File: src/rtl/vdp_map_fetch_scheduler.sv
// vdp_map_fetch_scheduler
// Per-raster-line tilemap fetch sequencer. A line_start strobe snapshots the
// line's configuration and walks every enabled layer across COLUMNS coarse
// columns. The walk is column-major: within each column, enabled layers are
// visited in ascending order. Each (layer, column) pair becomes one map-entry
// read on a ready/valid VRAM request port.
// Each accepted read pushes its (layer, column) tag into a READ_LATENCY-deep
// shift pipeline. The tag therefore emerges aligned with the returned VRAM word.
//
// Ports
//   clk, reset_n          clock, asynchronous active-low reset
//   line_start            one-cycle strobe starting a line fetch
//   raster_y              line being prepared
//   layer_enable          per-layer enable
//   scroll_y              10 bits per layer
//   scroll_x_coarse       7 bits per layer
//   map_base_address      15 bits per layer (16-bit word address)
//   stride                8 bits per layer; bit 7 selects a 128-wide map
//   vram_read_req/_ready  request handshake
//   vram_address          request word address
//   vram_read_data        read data, READ_LATENCY cycles after acceptance
//   map_data*             returned entry with valid, layer and column tags
//   busy                  line fetch in progress
//   line_done             one-cycle pulse at line completion
//   overrun               line_start seen while busy (dropped)
module vdp_map_fetch_scheduler #(
  parameter int LAYERS       = 4,
  parameter int COLUMNS      = 64,
  parameter int READ_LATENCY = 2,
  localparam int LW          = (LAYERS > 1) ? $clog2(LAYERS) : 1
) (
  input  logic                   clk,
  input  logic                   reset_n,
  input  logic                   line_start,
  input  logic [9:0]             raster_y,
  input  logic [LAYERS-1:0]      layer_enable,
  input  logic [10*LAYERS-1:0]   scroll_y,
  input  logic [7*LAYERS-1:0]    scroll_x_coarse,
  input  logic [15*LAYERS-1:0]   map_base_address,
  input  logic [8*LAYERS-1:0]    stride,
  output logic                   vram_read_req,
  output logic [14:0]            vram_address,
  input  logic                   vram_read_ready,
  input  logic [15:0]            vram_read_data,
  output logic [15:0]            map_data,
  output logic                   map_data_valid,
  output logic [LW-1:0]          map_data_layer,
  output logic [6:0]             map_data_column,
  output logic                   busy,
  output logic                   line_done,
  output logic                   overrun
);

  typedef enum logic [1:0] {
    ST_IDLE  = 2'd0,
    ST_FETCH = 2'd1,
    ST_DRAIN = 2'd2
  } state_t;

  localparam logic [6:0] LAST_COL = 7'(COLUMNS - 1);

  // Map-entry address: {page, row6, col6} offset added to the layer base.
  function automatic logic [14:0] map_addr(input logic [9:0] sy, input logic [9:0] ry,
                                           input logic [6:0] sx, input logic [6:0] col,
                                           input logic wide, input logic [14:0] base);
    logic [6:0] c7;
    logic [5:0] row6;
    c7   = sx + col;
    row6 = 6'((sy + ry) >> 3);
    map_addr = base + {2'b00, wide & c7[6], row6, c7[5:0]};
  endfunction

  // Lowest set index in an enable mask.
  function automatic logic [LW-1:0] lowest_en(input logic [LAYERS-1:0] en);
    lowest_en = '0;
    for (int l = LAYERS - 1; l >= 0; l--) begin
      if (en[l]) lowest_en = LW'(l);
    end
  endfunction

  state_t            state_q, state_d;
  logic [LW-1:0]     layer_q, layer_d;
  logic [6:0]        col_q, col_d;
  logic              req_q, req_d;
  logic [14:0]       addr_q, addr_d;
  logic              busy_q, busy_d;
  logic              done_q, done_d;
  logic              push_s, load_s;

  // Line configuration snapshot
  logic [9:0]        ry_q;
  logic [LAYERS-1:0] en_q;
  logic [9:0]        sy_q   [LAYERS];
  logic [6:0]        sx_q   [LAYERS];
  logic [14:0]       base_q [LAYERS];
  logic [LAYERS-1:0] wide_q;

  // Live configuration unpacked per layer
  logic [9:0]        live_sy_s   [LAYERS];
  logic [6:0]        live_sx_s   [LAYERS];
  logic [14:0]       live_base_s [LAYERS];
  logic [LAYERS-1:0] live_wide_s;
  logic [LW-1:0]     live_first_s;
  logic [LW-1:0]     first_q_s;
  logic              hi_found_s;
  logic [LW-1:0]     hi_layer_s;
  logic              drain_empty_s;
  logic              unused_stride_s;

  // Tag pipeline
  logic              tag_v_q [READ_LATENCY];
  logic [LW-1:0]     tag_l_q [READ_LATENCY];
  logic [6:0]        tag_c_q [READ_LATENCY];

  // Unpack live per-layer fields; only stride bit 7 carries meaning.
  always_comb begin
    unused_stride_s = 1'b0;
    for (int l = 0; l < LAYERS; l++) begin
      live_sy_s[l]    = scroll_y[10*l +: 10];
      live_sx_s[l]    = scroll_x_coarse[7*l +: 7];
      live_base_s[l]  = map_base_address[15*l +: 15];
      live_wide_s[l]  = stride[8*l + 7];
      unused_stride_s = unused_stride_s ^ (^stride[8*l +: 7]);
    end
    live_first_s = lowest_en(layer_enable);
    first_q_s    = lowest_en(en_q);
  end

  // Next enabled layer above the current one within the same column.
  always_comb begin
    hi_found_s = 1'b0;
    hi_layer_s = '0;
    for (int l = LAYERS - 1; l >= 0; l--) begin
      if (en_q[l] && (l > int'(layer_q))) begin
        hi_found_s = 1'b1;
        hi_layer_s = LW'(l);
      end
    end
  end

  // Pipeline will hold nothing after this edge (nothing is pushed in DRAIN).
  always_comb begin
    drain_empty_s = 1'b1;
    for (int i = 0; i < READ_LATENCY - 1; i++) begin
      if (tag_v_q[i]) drain_empty_s = 1'b0;
    end
  end

  // Sequencer next-state and registered-output next values.
  always_comb begin
    state_d = state_q;
    layer_d = layer_q;
    col_d   = col_q;
    req_d   = req_q;
    addr_d  = addr_q;
    busy_d  = busy_q;
    done_d  = 1'b0;
    push_s  = 1'b0;
    load_s  = 1'b0;
    case (state_q)
      ST_IDLE: begin
        if (line_start) begin
          load_s = 1'b1;
          busy_d = 1'b1;
          if (|layer_enable) begin
            state_d = ST_FETCH;
            layer_d = live_first_s;
            col_d   = 7'd0;
            req_d   = 1'b1;
            // Snapshot is not loaded yet, so the first address uses live inputs.
            addr_d  = map_addr(live_sy_s[live_first_s], raster_y, live_sx_s[live_first_s],
                               7'd0, live_wide_s[live_first_s], live_base_s[live_first_s]);
          end else begin
            // Empty line: busy and line_done together, no request.
            state_d = ST_DRAIN;
            done_d  = 1'b1;
          end
        end else begin
          state_d = ST_IDLE;
        end
      end
      ST_FETCH: begin
        if (req_q && vram_read_ready) begin
          push_s = 1'b1;
          if (hi_found_s) begin
            layer_d = hi_layer_s;
            addr_d  = map_addr(sy_q[hi_layer_s], ry_q, sx_q[hi_layer_s], col_q,
                               wide_q[hi_layer_s], base_q[hi_layer_s]);
          end else if (col_q == LAST_COL) begin
            req_d   = 1'b0;
            state_d = ST_DRAIN;
          end else begin
            col_d   = col_q + 7'd1;
            layer_d = first_q_s;
            addr_d  = map_addr(sy_q[first_q_s], ry_q, sx_q[first_q_s], col_q + 7'd1,
                               wide_q[first_q_s], base_q[first_q_s]);
          end
        end else begin
          push_s = 1'b0;
        end
      end
      ST_DRAIN: begin
        // line_done is held in DRAIN for its single cycle so busy covers it.
        if (done_q) begin
          state_d = ST_IDLE;
          busy_d  = 1'b0;
        end else if (drain_empty_s) begin
          done_d = 1'b1;
        end else begin
          done_d = 1'b0;
        end
      end
      default: begin
        state_d = ST_IDLE;
        req_d   = 1'b0;
        busy_d  = 1'b0;
      end
    endcase
  end

  // Sequencer state and registered request/status outputs.
  always_ff @(posedge clk or negedge reset_n) begin
    if (!reset_n) begin
      state_q <= ST_IDLE;
      layer_q <= '0;
      col_q   <= 7'd0;
      req_q   <= 1'b0;
      addr_q  <= 15'd0;
      busy_q  <= 1'b0;
      done_q  <= 1'b0;
    end else begin
      state_q <= state_d;
      layer_q <= layer_d;
      col_q   <= col_d;
      req_q   <= req_d;
      addr_q  <= addr_d;
      busy_q  <= busy_d;
      done_q  <= done_d;
    end
  end

  // Line configuration snapshot, captured only at line start.
  always_ff @(posedge clk or negedge reset_n) begin
    if (!reset_n) begin
      ry_q   <= 10'd0;
      en_q   <= '0;
      wide_q <= '0;
      for (int l = 0; l < LAYERS; l++) begin
        sy_q[l]   <= 10'd0;
        sx_q[l]   <= 7'd0;
        base_q[l] <= 15'd0;
      end
    end else if (load_s) begin
      ry_q   <= raster_y;
      en_q   <= layer_enable;
      wide_q <= live_wide_s;
      for (int l = 0; l < LAYERS; l++) begin
        sy_q[l]   <= live_sy_s[l];
        sx_q[l]   <= live_sx_s[l];
        base_q[l] <= live_base_s[l];
      end
    end
  end

  // Tag shift pipeline; empty stages carry zero tags.
  always_ff @(posedge clk or negedge reset_n) begin
    if (!reset_n) begin
      for (int i = 0; i < READ_LATENCY; i++) begin
        tag_v_q[i] <= 1'b0;
        tag_l_q[i] <= '0;
        tag_c_q[i] <= 7'd0;
      end
    end else begin
      tag_v_q[0] <= push_s;
      tag_l_q[0] <= push_s ? layer_q : '0;
      tag_c_q[0] <= push_s ? col_q : 7'd0;
      for (int i = 1; i < READ_LATENCY; i++) begin
        tag_v_q[i] <= tag_v_q[i-1];
        tag_l_q[i] <= tag_l_q[i-1];
        tag_c_q[i] <= tag_c_q[i-1];
      end
    end
  end

  assign vram_read_req   = req_q;
  assign vram_address    = addr_q;
  assign busy            = busy_q;
  assign line_done       = done_q;
  // Reported in the same cycle as the dropped strobe.
  assign overrun         = line_start & (state_q != ST_IDLE);
  assign map_data        = vram_read_data;
  assign map_data_valid  = tag_v_q[READ_LATENCY-1];
  assign map_data_layer  = tag_l_q[READ_LATENCY-1];
  assign map_data_column = tag_c_q[READ_LATENCY-1];

endmodule

File: config.mk
export PLATFORM = sky130hd
export DESIGN_NAME = vdp_map_fetch_scheduler
export DESIGN_NICKNAME = d
export VERILOG_FILES = /design/src/rtl/vdp_map_fetch_scheduler.sv
export SDC_FILE = /design/constraint.sdc
export NUM_CORES = 1
export LEC_CHECK = 0
export BUFFER_PORTS_ARGS = -buffer_cell sky130_fd_sc_hd__buf_2
export CORE_ASPECT_RATIO = 1.75
export CORE_MARGIN = 2
export CORE_UTILIZATION = 55
export CTS_CLUSTER_DIAMETER = 60
export DETAILED_ROUTE_END_ITERATION = 6
export HOLD_SLACK_MARGIN = 0.05
export PLACE_DENSITY = 0.82
export SETUP_SLACK_MARGIN = 0.02
export SLEW_MARGIN = 20
export SYNTH_ARGS = -nofsm -noshare
export SYNTH_HDL_FRONTEND = slang
export SYNTH_SLANG_ARGS = --single-unit
File: constraint.sdc
create_clock -name clk -period 5.3 [get_ports clk]
set_input_delay 0.795 -clock clk [delete_from_list [all_inputs] [get_ports clk]]
set_output_delay 0.795 -clock clk [all_outputs]
set_load 0.1 [all_outputs]
==> flow_metrics.tcl, run 1 <==
set metrics [dict create \
    grt_use_total_pct 32.4 \
    hold_path_class "reg -> reg" \
    drt-initial-drc-count 984 \
    holdPathEnd "map_data_column[6]" \
    ant_nets 0 \
    timing.rr.end "vram_address[14]" \
    grt_pass1_wl_mm 63.2 \
    ys_seq_elements 190 \
    setup_tns_ns 0 \
    setup_ws_ns 0.309 \
    maxCapViolCount 0 \
    worstHoldStart "tag_c_q[13]" \
    cts_tree "done" \
    gr-total-overflow 0 \
    grt_pass1_vias 12300 \
    crit_path_max_fanout 8 \
    rr_worst_depth 22 \
    wl_per_cell_um 20.4 \
    gp_routability_congestion 0.981 \
    pre_cts_ws_ns 0.173 \
    portBuffers 173 \
    cts_sinks 190 \
    die_w_um 121 \
    min_period_ns 4.99 \
    syn_area_per_cell_um2 8.72 \
    min_path_cells 0 \
    max_slew.worst_pin.slew_ns 1.06 \
    final_area_um2 14900 \
    crit_type "reg -> reg" \
    clock_skew_ns 0.0139 \
    synth_cell_types 70 \
    slew_viol_final 0 \
    dr_total_vias 12100 \
    synth_nets 1773 \
    yosysSeqAreaShare_pct 36.3 \
    syn2layout_area_growth_pct 13.5 \
    yosysTopAreaCell "dfrtp_1" \
    die_h_um 208 \
    synth_top_cell_area_share_pct 36.3 \
    start_util_pct 56.1 \
    totalWireLength_mm 39.9 \
    antenna_found_initial 0 \
    final_common_cell "nand2_1" \
    rsz0062_at_grt "no" \
    cts_max_path_buffers 2 \
    startpoint "layer_q[1]" \
    diodes 0 \
    synthCells 1501 \
    dp_cells 1926 \
    cts_made_buffers 17 \
    crit_path_start_kind "register" \
    viasPerCell 6.16 \
    htreeDepth 4 \
    cts_setup_buffers 0 \
    synth.area.top_cells "dfrtp_1, nand2_1, ha_1, mux4_2, mux2i_1" \
    final_cells 1957 \
    design.die.area_um2 25100 \
    placed_area_um2 14300 \
    post-route-period-util_pct 94.2 \
    worstPathRequired_ns 5.66 \
    io_pins 239 \
    syn_area_um2 13100 \
    ctsHoldBuffers 0 \
    arrival_ns 5.35 \
    yosys_warnings 0 \
    grt_max_degree 105 \
    firstDrtPassIters 6 \
    rrSetupSlack_ns 0.31 \
    clk_pin_slew_worst_paths_ns 0.08 \
    maxSlewHeadroom_pct 29.3 \
    root_buffer "clkbuf_16" \
    clock_latency_ns 0.46 \
    final_cell_mix "nand2_1, dfrtp_1, buf_2" \
    max_freq_ghz 0.200 \
    drive_above_1_share_pct 20.0 \
    hold_viol 0 \
    dominantRegCellSynth "dfrtp_1" \
    status "finished, final reports clean" \
    core-area_um2 23300 \
    async_flop_share_pct 100 \
    dpl.hpwl_mm 30.0 \
    num-nets-final 1913 \
    drc_errors 0 \
    setup_viol 0 \
    synth_edf_count 0 \
    rows 74 \
    r2r-start "layer_q[1]" \
    cp-end-kind "register" \
]
[worst max-delay path, cell delays in order, from the launching register on]
cell and delay (ns):
dfrtp_1 0.53, nor3b_4 0.32, or2_2 0.33, mux2i_1 0.22
nor2_1 0.06, a221o_1 0.32, ha_1 0.29, a21o_1 0.18
a21oi_1 0.24, o21bai_1 0.09, a21oi_1 0.17, xnor2_1 0.14
buf_4 0.15, ha_1 0.25, or2_2 0.32, a21o_1 0.19
o211ai_1 0.10, buf_4 0.17, a311oi_2 0.11, o21bai_1 0.19
xor2_1 0.18, a221oi_1 0.09, a22o_1 0.23
[stage by stage]
step / hold slack [ns] / utilization (%)
after global placement: 0.331 / 61.2
after CTS: 0.351 / 63.6
final: 0.348 / 63.7
after detailed placement: 0.335 / 61.2
after global routing: 0.356 / 63.7
after floorplan: 0.331 / -
[Yosys cell counts, drive strengths merged, types with 12 or more instances]
| cell type | count |
|---|---|
| buf | 43 |
| clkbuf | 58 |
| a21o | 12 |
| nand2 | 436 |
| xor2 | 17 |
| mux4 | 30 |
| nand2b | 14 |
| o21ai | 102 |
| a21oi | 59 |
| nor3 | 21 |
| nor2 | 65 |
| nand3 | 17 |
| ha | 73 |
| xnor2 | 48 |
| dfrtp | 190 |
| a22oi | 52 |
| inv | 32 |
| mux2i | 64 |
| nor2b | 15 |
[per-layer routing]
metal / wire length (um) / part of all wire (%) / global-route usage, % / vias up
met4: 2760 / 6.9 / 21.1 / 0
li1: - / - / - / 5496
met5: 0 / 0 / 0 / -
met3: 2370 / 5.9 / 4.41 / 164
met2: 20300 / 51 / 55.6 / 566
met1: 14500 / 36 / 37.3 / 5838
[sequential cells by signal, summed over array words and instances (netlist names), 7 cells and up]
| name | flops |
|---|---|
| base_q | 60 |
| col_q | 7 |
| map_data_column | 7 |
| ry_q | 9 |
| sx_q | 28 |
| sy_q | 36 |
| tag_c_q | 7 |
| vram_address | 15 |
[timing repair]
action	4_1_cts	5_1_grt
endpoints found under the setup margin	0	6
gates resized for setup	0	4
endpoints found under the hold margin	0	0
[final cells by class]
cell class	count	area, um^2
repair buffers	222	1260
flip-flops and latches	190	4750
multi-input cells	1178	7770
fillers	1966	8470
clock buffers	19	443
clock inverters	12	125
well taps	304	380
inverters	32	120
[kinds of logic after synthesis]
kind of cell | count (synthesis) | synth area share (%)
buffers and inverters | 133 | 4.82
adder cells (fa/ha/maj) | 78 | 7.74
AND/OR/NAND/NOR | 606 | 19.3
AO/OA/AOI/OAI | 324 | 16.5
multiplexers | 105 | 11.0
XOR/XNOR | 65 | 4.35
flip-flops | 190 | 36.3
[worst max-delay path by stage]
stage,to,slack [ns],depth (start not counted)
after global routing,vram_address[14],0.05,24
after floorplan,vram_address[13],0.28,18
after detailed placement,vram_address[14],0.17,19
after CTS,vram_address[14],0.24,24
after global placement,vram_address[14],0.25,19
final,vram_address[14],0.31,22
Power of run 1 is left out: the tool's default activity adds up to more than one toggle a clock period on the data nets, which glitch-free logic cannot reach.
==> run 2: changes to the inputs <==
--- a/config.mk
+++ b/config.mk
@@ -5,14 +5,14 @@
 export SDC_FILE = /design/constraint.sdc
 export NUM_CORES = 1
 export LEC_CHECK = 0
-export BUFFER_PORTS_ARGS = -buffer_cell sky130_fd_sc_hd__buf_2
 export CORE_ASPECT_RATIO = 1.75
 export CORE_MARGIN = 2
 export CORE_UTILIZATION = 55
 export CTS_CLUSTER_DIAMETER = 60
 export DETAILED_ROUTE_END_ITERATION = 6
+export DONT_BUFFER_PORTS = 1
 export HOLD_SLACK_MARGIN = 0.05
-export PLACE_DENSITY = 0.82
+export PLACE_DENSITY = 0.73
 export SETUP_SLACK_MARGIN = 0.02
 export SLEW_MARGIN = 20
 export SYNTH_ARGS = -nofsm -noshare
==> flow_metrics.tcl, run 2 (same netlist as run 1, synthesis figures left out) <==
set metrics [dict create \
    setup_tns_ns 0 \
    totalWireLength_mm 38.7 \
    min_period_ns 4.97 \
    dr_total_vias 11100 \
    wl_per_cell_um 21.7 \
    drc_errors 0 \
    crit_type "reg -> reg" \
    drive_above_1_share_pct 10.6 \
    regMostFlops "base_q" \
    syn2layout_area_growth_pct 6.97 \
    reg.largest.list "base_q: 60 flops, sy_q: 36 flops, sx_q: 28 flops" \
    whs_ns 0.348 \
    final_cell_mix "nand2_1, dfrtp_1, o21ai_0" \
    cts_made_buffers 17 \
    cts_tree "done" \
    clk_pin_slew_worst_paths_ns 0.07 \
    max_slew.worst_pin.slew_ns 1.01 \
    grt_use_total_pct 31.9 \
    area.sequential_um2 4760 \
    final_common_cell "nand2_1" \
    die_h_um 208 \
    grt_pass1_vias 11400 \
    maxCapViolCount 0 \
    firstDrtPassIters 5 \
    root_buffer "clkbuf_16" \
    post-route-period-util_pct 93.7 \
    gp_routability_congestion 0.978 \
    clock_latency_ns 0.47 \
    portBuffers 0 \
    grt_pass1_wl_mm 61.5 \
    status "finished, final reports clean" \
    antenna_found_initial 0 \
    largest_reg_flops 60 \
    num-nets-final 1738 \
    io_pins 239 \
    gr-total-overflow 0 \
    dpl.hpwl_mm 29.2 \
    setup_viol 0 \
    grt_max_degree 191 \
    arrival_ns 5.35 \
    viasPerCell 6.23 \
    crit_path_start_kind "register" \
    multiInputGateArea_um2 7750 \
    hold_path_class "in -> async" \
    die_w_um 121 \
    maxSlewHeadroom_pct 32.7 \
    cts_sinks 190 \
    slew_viol_final 0 \
    worstPathRequired_ns 5.69 \
    rsz0062_at_grt "no" \
    start_util_pct 56.1 \
    design.die.area_um2 25100 \
    clock_skew_ns 0.00710 \
    max_freq_ghz 0.201 \
    cp-end-kind "register" \
    core-area_um2 23300 \
    rows 74 \
    drt-initial-drc-count 894 \
    nFillCells 2128 \
    cts_max_path_buffers 2 \
    hold_viol 0 \
    htreeDepth 4 \
    diodes 0 \
    ant_nets 0 \
    crit_path_max_fanout 17 \
]
## run 2: area by class of cell
type	count	share of cell area, %
clock inverter	15	1.21
multi-input combinational	1178	55.4
sequential	190	34.0
tap	304	2.72
clock buffer	17	3.04
timing repair buffer	47	2.84
inverter	32	0.858
## run 2: final timing paths
check	slack (ns)	startpoint	cells past startpoint	endpoint
setup / recovery	0.33	en_q[3]	21	vram_address[13]
hold / removal	0.35	reset_n	1	busy
setup reg to reg	0.33	en_q[3]	21	vram_address[13]
hold reg to reg	0.35	tag_c_q[11]	0	map_data_column[4]
max in group asynchronous	4.17	reset_n	1	base_q[6]
min in group clk	0.35	tag_c_q[11]	0	map_data_column[4]
## run 2: critical path: stages (launching register included)
cell and delay (ns):
dfrtp_1 0.53, nor2_1 0.15, nor3_2 0.23, buf_4 0.29
buf_4 0.37, mux2i_1 0.26, o21ai_0 0.14, ha_1 0.35
and2_1 0.17, o21ai_0 0.13, o21ai_1 0.16, o21a_1 0.21
nor2_1 0.15, xnor2_1 0.19, ha_1 0.33, a21oi_1 0.18
nor2_1 0.06, a211oi_1 0.26, o21ai_0 0.16, xnor2_1 0.23
o22ai_1 0.10, nor3b_1 0.19
## run 2: what timing repair did
item	CTS	global route
setup buffers	0	2
hold endpoints to repair	190	0
setup endpoints to repair	0	4
hold buffers	1	0
resized for setup	0	3
## run 2: per-layer routing
layer  part of all wire [%]  up-vias  global-route usage, %
li1                       -     5162                      -
met2                     50      461                   52.7
met5                      0        -                      0
met4                    5.6        0                   17.4
met1                     37     5368                   38.2
met3                    7.4      112                   7.35
## run 2: stage by stage
| stage | cell area (um^2) | std cells | worst slack, ns | utilization (%) |
|---|---|---|---|---|
| after detailed placement | 13400 | 1748 | 0.304 | 57.3 |
| after CTS | 14000 | 1781 | 0.293 | 59.9 |
| after global routing | 14000 | 1783 | 0.0421 | 60.0 |
| after floorplan | 13100 | 1501 | 0.281 | - |
| after global placement | 13400 | 1748 | 0.357 | 57.3 |
| final | 14000 | 1783 | 0.334 | 60.0 |
Power of run 2 is left out for the same reason.
==> run 3: changes to the inputs <==
--- a/config.mk
+++ b/config.mk
@@ -5,14 +5,15 @@
 export SDC_FILE = /design/constraint.sdc
 export NUM_CORES = 1
 export LEC_CHECK = 0
+export BUFFER_PORTS_ARGS = -buffer_cell sky130_fd_sc_hd__buf_2
 export CORE_ASPECT_RATIO = 1.75
 export CORE_MARGIN = 2
 export CORE_UTILIZATION = 55
 export CTS_CLUSTER_DIAMETER = 60
 export DETAILED_ROUTE_END_ITERATION = 6
-export DONT_BUFFER_PORTS = 1
+export GPL_TIMING_DRIVEN = 1
 export HOLD_SLACK_MARGIN = 0.05
-export PLACE_DENSITY = 0.73
+export PLACE_DENSITY = 0.82
 export SETUP_SLACK_MARGIN = 0.02
 export SLEW_MARGIN = 20
 export SYNTH_ARGS = -nofsm -noshare
==> constraint.sdc (replaced) <==
create_clock -name clk -period 6.1 [get_ports clk]
set_input_delay 0.915 -clock clk [delete_from_list [all_inputs] [get_ports clk]]
set_output_delay 0.915 -clock clk [all_outputs]
set_load 0.1 [all_outputs]
==> flow_metrics.tcl, run 3 (same netlist as run 1, synthesis figures left out) <==
set metrics [dict create \
    rrSetupSlack_ns 0.79 \
    max_freq_ghz 0.188 \
    antenna_found_initial 0 \
    wl_per_cell_um 20.1 \
    drc_errors 0 \
    gr-total-overflow 0 \
    cp-end-kind "register" \
    path_cells "nand2_2 > o21ai_1 > or2_2 > mux2i_1 > o21ai_0 > ha_1 > nand3_1 > a31oi_1 > o31ai_1 > a21oi_1 > a211o_1 > a41o_1 > nor2_1 > xnor2_1 > ha_1 > and3_1 > o211ai_1 > a311oi_1 > o21bai_1 > xor2_1 > a221oi_1 > a22o_1" \
    grt_pass1_wl_mm 61.0 \
    gp_routability_congestion 0.976 \
    postCtsResizedCells 0 \
    clock_skew_ns 0.0140 \
    grt_use_total_pct 31.4 \
    dr_total_vias 11800 \
    final_cell_mix "nand2_1, dfrtp_1, buf_2" \
    worstPathRequired_ns 6.53 \
    grt_pass1_vias 11800 \
    slew_viol_final 0 \
    largest_reg_flops 60 \
    final_area_um2 14700 \
    ant_nets 0 \
    min_period_ns 5.31 \
    final_common_cell "nand2_1" \
    crit_path_start_kind "register" \
    ctsHoldBuffers 0 \
    regMostFlops "base_q" \
    cts_made_buffers 17 \
    viasPerCell 6.11 \
    rows 74 \
    cts_setup_buffers 0 \
    arrival_ns 5.73 \
    crit_type "reg -> reg" \
    setup_tns_ns 0 \
    io_pins 239 \
    cts_max_path_buffers 2 \
    diodes 0 \
    rsz0062_at_grt "no" \
    crit_path_max_fanout 16 \
    nFillCells 2013 \
    placed_area_um2 14100 \
    core-area_um2 23300 \
    firstDrtPassIters 5 \
    hold_path_class "reg -> reg" \
    grt_max_degree 109 \
    maxSlewHeadroom_pct 24.6 \
    root_buffer "clkbuf_16" \
    die_h_um 208 \
    cts_sinks 190 \
    clock_latency_ns 0.48 \
    num-nets-final 1890 \
    drt-initial-drc-count 881 \
    post-route-period-util_pct 87.0 \
    syn2layout_area_growth_pct 12.0 \
    clk_pin_slew_worst_paths_ns 0.08 \
    setup_viol 0 \
    die_w_um 121 \
    start_util_pct 56.1 \
    hold_viol 0 \
    critPathMaxStageDelay_ns 0.76 \
    max_slew.worst_pin.slew_ns 1.13 \
    maxCapViolCount 0 \
    totalWireLength_mm 38.9 \
    reg.largest.list "base_q: 60 flops, sy_q: 36 flops, sx_q: 28 flops" \
    status "finished, final reports clean" \
    portBuffers 173 \
    drive_above_1_share_pct 18.8 \
    cp_common_cell "ha_1" \
    htreeDepth 4 \
    cp_slowest_cell "dfrtp_1" \
    design.die.area_um2 25100 \
    dpl.hpwl_mm 29.2 \
    cts_tree "done" \
]
==> run 3: layout make-up <==
| class | instances | area, um^2 | area share (%) |
|---|---|---|---|
| sequential | 190 | 4750 | 32.5 |
| clock buffer | 18 | 429 | 2.93 |
| clock inverter | 14 | 150 | 1.02 |
| inverter | 32 | 120 | 0.820 |
| multi-input combinational | 1178 | 7750 | 52.9 |
| timing repair buffer | 199 | 1070 | 7.28 |
| tap | 304 | 380 | 2.60 |
==> run 3: worst paths after layout <==
check | start | to | cells after the start
worst max-delay path | layer_q[1] | vram_address[14] | 22
worst min-delay path | tag_c_q[12] | map_data_column[5] | 0
worst max register to register | layer_q[1] | vram_address[14] | 22
worst min register to register | tag_c_q[12] | map_data_column[5] | 0
max in group asynchronous | reset_n | vram_address[1] | 2
min in group asynchronous | reset_n | sy_q[28] | 1
==> run 3: per-layer routing <==
| layer | global-route usage (%) | routed length, um | up-vias | share of wire (%) |
|---|---|---|---|---|
| met5 | 0 | 0 | - | 0 |
| met4 | 20.8 | 2630 | 0 | 6.8 |
| met3 | 5.67 | 2220 | 146 | 5.7 |
| met2 | 53.1 | 19700 | 533 | 51 |
| met1 | 35.8 | 14300 | 5678 | 37 |
| li1 | - | - | 5458 | - |
==> run 3: worst max-delay path: cells and delay by family (launching register included) <==
| kind | cells | cell delay [ns] |
|---|---|---|
| AO/OA/AOI/OAI | 12 | 2.28 |
| AND/OR/NAND/NOR | 5 | 0.95 |
| flip-flops | 1 | 0.76 |
| adder cells (fa/ha/maj) | 2 | 0.71 |
| XOR/XNOR | 2 | 0.30 |
| multiplexers | 1 | 0.24 |
==> run 3: metrics by stage <==
step	cells	hold slack, ns	utilization [%]	worst slack (ns)
after global routing	1935	0.357	62.8	0.419
final	1935	0.350	62.8	0.792
after global placement	1903	0.332	60.3	0.823
after detailed placement	1903	0.335	60.3	0.732
after floorplan	1501	0.331	-	0.961
after CTS	1935	0.351	62.8	0.863
Power of run 3 is left out for the same reason.
